## src/rtl/id_hazard_ctrl_pkg.sv

```systemverilog
// Shared core definitions for the ID-stage hazard controller: register-index
// width, FSM state encoding and the bundle of pipeline control strobes.
package id_hazard_ctrl_pkg;

    localparam int REG_W = 5;

    typedef enum logic [1:0] {
        ST_RUN      = 2'd0,
        ST_MEM_WAIT = 2'd1,
        ST_ERROR    = 2'd2
    } state_t;

    typedef struct packed {
        logic pc_write;
        logic pc_sel;
        logic ifid_write;
        logic ifid_flush;
        logic idex_write;
        logic idex_bubble;
        logic exmem_flush;
        logic exmem_write;
        logic memwb_bubble;
    } ctrl_t;

    // Normal flow: every pipeline register advances, nothing is squashed.
    function automatic ctrl_t ctrl_default();
        ctrl_t c;
        c              = '0;
        c.pc_write     = 1'b1;
        c.ifid_write   = 1'b1;
        c.idex_write   = 1'b1;
        c.exmem_write  = 1'b1;
        return c;
    endfunction

    // Whole front end frozen; MEM/WB receives a NOP so nothing retires twice.
    function automatic ctrl_t ctrl_freeze();
        ctrl_t c;
        c              = '0;
        c.memwb_bubble = 1'b1;
        return c;
    endfunction

endpackage

```

## src/rtl/sat_counter.sv

```systemverilog
// Saturating up-counter: counts qualifying cycles and sticks at all-ones.
module sat_counter #(
    parameter int W = 16
) (
    input  logic         clk,
    input  logic         rst_n,
    input  logic         inc,
    output logic [W-1:0] value
);

    // Increment on request unless already saturated; never wraps.
    always_ff @(posedge clk) begin
        if (!rst_n) begin
            value <= '0;
        end else if (inc && (value != {W{1'b1}})) begin
            value <= value + W'(1);
        end
    end

endmodule

```

## src/rtl/id_hazard_ctrl.sv

```systemverilog
// Pipeline hazard controller: resolves memory waits, control-flow redirects
// and load-use hazards into stall/flush strobes, and keeps event counters.
module id_hazard_ctrl
    import id_hazard_ctrl_pkg::*;
#(
    parameter int MEM_TIMEOUT = 255,
    parameter int CNT_W       = 16
) (
    input  logic             i_clk,
    input  logic             i_rst_n,
    input  logic [REG_W-1:0] i_rdReg1,
    input  logic [REG_W-1:0] i_rdReg2,
    input  logic             i_exMemRead,
    input  logic [REG_W-1:0] i_exRd,
    input  logic             i_redirect,
    input  logic             i_memReq,
    input  logic             i_memReady,
    output logic             o_pcWrite,
    output logic             o_pcSel,
    output logic             o_ifidWrite,
    output logic             o_ifidFlush,
    output logic             o_idexWrite,
    output logic             o_idexBubble,
    output logic             o_exmemFlush,
    output logic             o_exmemWrite,
    output logic             o_memwbBubble,
    output logic             o_err,
    output logic [CNT_W-1:0] o_cntLoadUse,
    output logic [CNT_W-1:0] o_cntFlush,
    output logic [CNT_W-1:0] o_cntMemWait
);

    localparam int WC_W = (MEM_TIMEOUT < 2) ? 1 : $clog2(MEM_TIMEOUT + 1);
    localparam logic [WC_W:0] TIMEOUT_V = (WC_W + 1)'(MEM_TIMEOUT);

    state_t          state;
    state_t          state_nxt;
    logic [WC_W-1:0] wait_cnt;
    logic [WC_W:0]   wait_inc;
    logic            timeout_hit;
    logic            in_error;
    logic            mem_wait;
    logic            redirect_act;
    logic            load_use_hit;
    logic            load_use_act;
    ctrl_t           ctrl;

    // Event qualification, highest priority first; lower events are masked.
    assign in_error     = (state == ST_ERROR);
    assign mem_wait     = !in_error && i_memReq && !i_memReady;
    assign redirect_act = !in_error && !mem_wait && i_redirect;
    assign load_use_hit = i_exMemRead && (i_exRd != '0) &&
                          (((i_rdReg1 != '0) && (i_rdReg1 == i_exRd)) ||
                           ((i_rdReg2 != '0) && (i_rdReg2 == i_exRd)));
    assign load_use_act = !in_error && !mem_wait && !i_redirect && load_use_hit;

    // The wait that brings the consecutive count up to the limit is the last one.
    assign wait_inc    = {1'b0, wait_cnt} + {{WC_W{1'b0}}, 1'b1};
    assign timeout_hit = (wait_inc == TIMEOUT_V);

    // State register; reset abandons any wait or error.
    always_ff @(posedge i_clk) begin
        if (!i_rst_n) begin
            state <= ST_RUN;
        end else begin
            state <= state_nxt;
        end
    end

    // Next-state logic.
    always_comb begin
        state_nxt = state;
        case (state)
            ST_RUN, ST_MEM_WAIT: begin
                if (mem_wait) begin
                    state_nxt = timeout_hit ? ST_ERROR : ST_MEM_WAIT;
                end else begin
                    state_nxt = ST_RUN;
                end
            end
            ST_ERROR: state_nxt = ST_ERROR;
            default:  state_nxt = ST_RUN;
        endcase
    end

    // Consecutive wait-cycle counter; cleared whenever the FSM lands in RUN.
    always_ff @(posedge i_clk) begin
        if (!i_rst_n) begin
            wait_cnt <= '0;
        end else if (state_nxt == ST_RUN) begin
            wait_cnt <= '0;
        end else if (mem_wait) begin
            wait_cnt <= wait_inc[WC_W-1:0];
        end
    end

    // Output logic: zero-latency strobes from state and current inputs.
    always_comb begin
        ctrl = ctrl_default();
        if (in_error || mem_wait) begin
            ctrl = ctrl_freeze();
        end else if (redirect_act) begin
            ctrl.pc_sel      = 1'b1;
            ctrl.pc_write    = 1'b1;
            ctrl.ifid_flush  = 1'b1;
            ctrl.idex_bubble = 1'b1;
            ctrl.exmem_flush = 1'b1;
        end else if (load_use_act) begin
            ctrl.pc_write    = 1'b0;
            ctrl.ifid_write  = 1'b0;
            ctrl.idex_bubble = 1'b1;
        end
    end

    assign o_pcWrite     = ctrl.pc_write;
    assign o_pcSel       = ctrl.pc_sel;
    assign o_ifidWrite   = ctrl.ifid_write;
    assign o_ifidFlush   = ctrl.ifid_flush;
    assign o_idexWrite   = ctrl.idex_write;
    assign o_idexBubble  = ctrl.idex_bubble;
    assign o_exmemFlush  = ctrl.exmem_flush;
    assign o_exmemWrite  = ctrl.exmem_write;
    assign o_memwbBubble = ctrl.memwb_bubble;
    assign o_err         = in_error;

    sat_counter #(.W(CNT_W)) u_cnt_load_use (
        .clk   (i_clk),
        .rst_n (i_rst_n),
        .inc   (load_use_act),
        .value (o_cntLoadUse)
    );

    sat_counter #(.W(CNT_W)) u_cnt_flush (
        .clk   (i_clk),
        .rst_n (i_rst_n),
        .inc   (redirect_act),
        .value (o_cntFlush)
    );

    sat_counter #(.W(CNT_W)) u_cnt_mem_wait (
        .clk   (i_clk),
        .rst_n (i_rst_n),
        .inc   (mem_wait),
        .value (o_cntMemWait)
    );

endmodule

```

## config.mk

```make
export PLATFORM = sky130hd
export DESIGN_NAME = id_hazard_ctrl
export DESIGN_NICKNAME = d
export VERILOG_FILES = /design/src/rtl/id_hazard_ctrl_pkg.sv /design/src/rtl/sat_counter.sv /design/src/rtl/id_hazard_ctrl.sv
export SDC_FILE = /design/constraint.sdc
export NUM_CORES = 1
export LEC_CHECK = 0
export CAP_MARGIN = 40
export CORE_ASPECT_RATIO = 0.7
export CORE_MARGIN = 1.5
export CORE_UTILIZATION = 45
export CTS_BUF_LIST = sky130_fd_sc_hd__clkbuf_4 sky130_fd_sc_hd__clkbuf_8
export DETAILED_ROUTE_END_ITERATION = 8
export GPL_TIMING_DRIVEN = 0
export PLACE_DENSITY = 0.72
export SYNTH_ARGS = -nofsm -noshare
export SYNTH_HDL_FRONTEND = slang
export SYNTH_HIERARCHICAL = 1
export SYNTH_SLANG_ARGS = --single-unit
```

## constraint.sdc

```tcl
create_clock -name i_clk -period 6.08 [get_ports i_clk]
set_input_delay 1.216 -clock i_clk [delete_from_list [all_inputs] [get_ports i_clk]]
set_output_delay 1.216 -clock i_clk [all_outputs]
set_load 0.01 [all_outputs]
```

==> results.cfg <==
[run_status]
status = complete, no violations

[timing]
finalCritPeriodShare_pct = 78.8
rsz0062_at_grt = false
setup_tns_ns = 0
finalSetupViolations = 0
tightest_slew_ns = 0.739
finalHoldViolations = 0
skew_ns = 0.0108
fmax_mhz = 209
max-slew-margin-rel_pct = 50.3
slew_violations = 0
min_period_ns = 4.79

[critical_path]
start_kind = input pin
critPathSlowestCell = or4_1
cp-end-kind = output port
cp_data_required_time_ns = 4.86
cp_common_cell = clkdlybuf4s50_1
crit_cells = 7
crit_type = in -> out
cp_num_buf_inv = 3
slowest_delay_ns = 0.62
crit_path_max_fanout = 3
reg2reg_depth = 9
path_delay_family = buffers and inverters
cp.arrival_ns = 3.57
path_cells = clkdlybuf4s50_1, or4_1, a21oi_1, a2bb2oi_2, o31a_1, buf_4, clkdlybuf4s50_1

[global_route]
grt_max_degree = 22
gr-total-overflow = 0
use_met3_pct = 6.57
antenna_found_initial = 0
track_usage_pct = 21.6
use_met1_pct = 28.0
grt_pass1_vias = 2945
busiest_layer = met2
use_met2_pct = 35.7
grt_pass1_wl_um = 13500

[drt]
antenna_left = 0
vias = 3288
viasPerCell = 5.74
wl_per_cell_um = 14.4
wirelength_um = 8270
dr.pass1.iters = 5
drcViolationCount = 0
drt_iter0_drc = 180

[logic_synthesis]
synthesis.area_um2 = 3260
ys.flop_type = dfxtp_1
yosysWarnings = 6
async_flop_share_pct = 0
syn_area_per_cell_um2 = 8.49
syn_inst = 384
ys_types = 44
synth_edf_count = 0
seq_area_frac_synth_pct = 35.6
synth-seq-cells = 58
synth_fp_nets = 410

[cells_and_area]
design_area_um2 = 4370
layout_common_cells = clkdlybuf4s50_1, dfxtp_1, nand2_1, a21oi_1, nor2_1
final_common_cell = clkdlybuf4s50_1
drive_above_1_share_pct = 8.14
antenna_cells = 0
syn2layout_area_growth_pct = 34.0
num-nets-final = 500

[clock_network]
clk_latency_ns = 0.34
cts_max_level = 3
cts_num_sinks = 58
cts_root_buffer = clkbuf_8
cts.clk_slew.worst_paths_ns = 0.07
ctsResizeCount = 0
post_cts_buffers = 0
cts_buffer_depth = 2
numCtsBuffers = 9
cts_tree = built
cts_hold_buf = 0

[worst_hold_path]
hp-class = reg -> reg
hold_path_depth = 2

[floorplanning]
die_h_um = 74.2
die_area_um2 = 7770
io_pins = 79
rows = 25
die-width_um = 105
initial_core_util_pct = 47.4
coreArea_um2 = 6880

[power_and_ir_drop]
p_leak_nw = 1.42
power.density_nw_per_um2 = 186
vdd_drop_max_mv = 0.131

[place]
io_buffers = 78
dp_hpwl_um = 6030
gp_congestion = 0.830
place_area_um2 = 4160

[job]
maxCapViolCount = 0
## cells by family (layout without fill, tap and decap cells)
family | Yosys count | after routing | share of synthesized area [%]
AO/OA/AOI/OAI | 80 | 80 | 16.1
XOR/XNOR | 23 | 23 | 6.18
adder cells (fa/ha/maj) | 5 | 5 | 1.92
buffers and inverters | 30 | 125 | 4.37
flip-flops | 58 | 58 | 35.6
multiplexers | 9 | 9 | 2.76
AND/OR/NAND/NOR | 179 | 179 | 33.1
## metal layers
| metal | wire [um] | up-vias |
|---|---|---|
| met1 | 3960 | 1554 |
| li1 | - | 1623 |
| met2 | 3720 | 103 |
| met4 | 79 | 0 |
| met3 | 510 | 8 |
| met5 | 0 | - |
## layout make-up
type                            instances  area [um2]
Fill cell                             590        2510
Multi-Input combinational cell        296        1960
Sequential cell                        58        1160
Timing Repair Buffer                   79         786
Clock buffer                           11         151
Tap cell                               94         118
Buffer                                 11        71.3
Inverter                               19        71.3
Clock inverter                          5        52.6
## report_power, final
part	internal [mW]	switching, mW	total [mW]
clock network	0.209	0.158	0.367
registers	0.382	0.00264	0.385
logic	0.0325	0.0297	0.0623
total	0.624	0.190	0.814
## stage by stage
stage | hold slack [ns] | cells | utilization [%] | total power [mW] | setup slack, ns
after detailed placement | 0.486 | 557 | 60.5 | 0.455 | 1.35
after global routing | 0.538 | 573 | 63.5 | 0.846 | 1.23
after floorplan | 0.452 | 384 | - | 0.421 | 2.44
after global placement | 0.465 | 556 | 60.4 | 0.454 | 1.38
after CTS | 0.492 | 573 | 63.5 | 0.820 | 1.28
final | 0.497 | 573 | 63.5 | 0.814 | 1.29
## state kept, by name (all words and copies together) (netlist names)
name and flops:
u_cnt_flush/value 16, u_cnt_load_use/value 16, u_cnt_mem_wait/value 16, wait_cnt 8, state 2
## Yosys cell counts (10+ instances only)
master / number / area (um2)
inv_1: 18 / 67.6
a21oi_1: 29 / 145
nor4_1: 12 / 75.1
dfxtp_1: 58 / 1160
xnor2_1: 12 / 105
xor2_1: 11 / 96.3
nand2_1: 36 / 135
o31ai_1: 17 / 128
and4_1: 10 / 87.6
o21ai_0: 14 / 70.1
nand4_1: 11 / 68.8
nand3_1: 22 / 110
nor2_1: 26 / 97.6
or4_1: 17 / 128
## final timing paths
path / start / end / slack (ns)
max reg2reg: state[0] / u_cnt_load_use/value[9] / 3.17
max: i_exRd[0] / o_pcWrite / 1.29
min reg2reg: wait_cnt[7] / wait_cnt[7] / 0.50
min: wait_cnt[7] / wait_cnt[7] / 0.50
## worst register-to-register path, delay by kind of cell (launching register included)
kind            cells  cell delay [ns]
simple gates        5             1.73
flops               1             0.32
compound gates      1             0.16
buf+inv             3             0.65
Note: power is estimated with default switching activity, not from simulation.
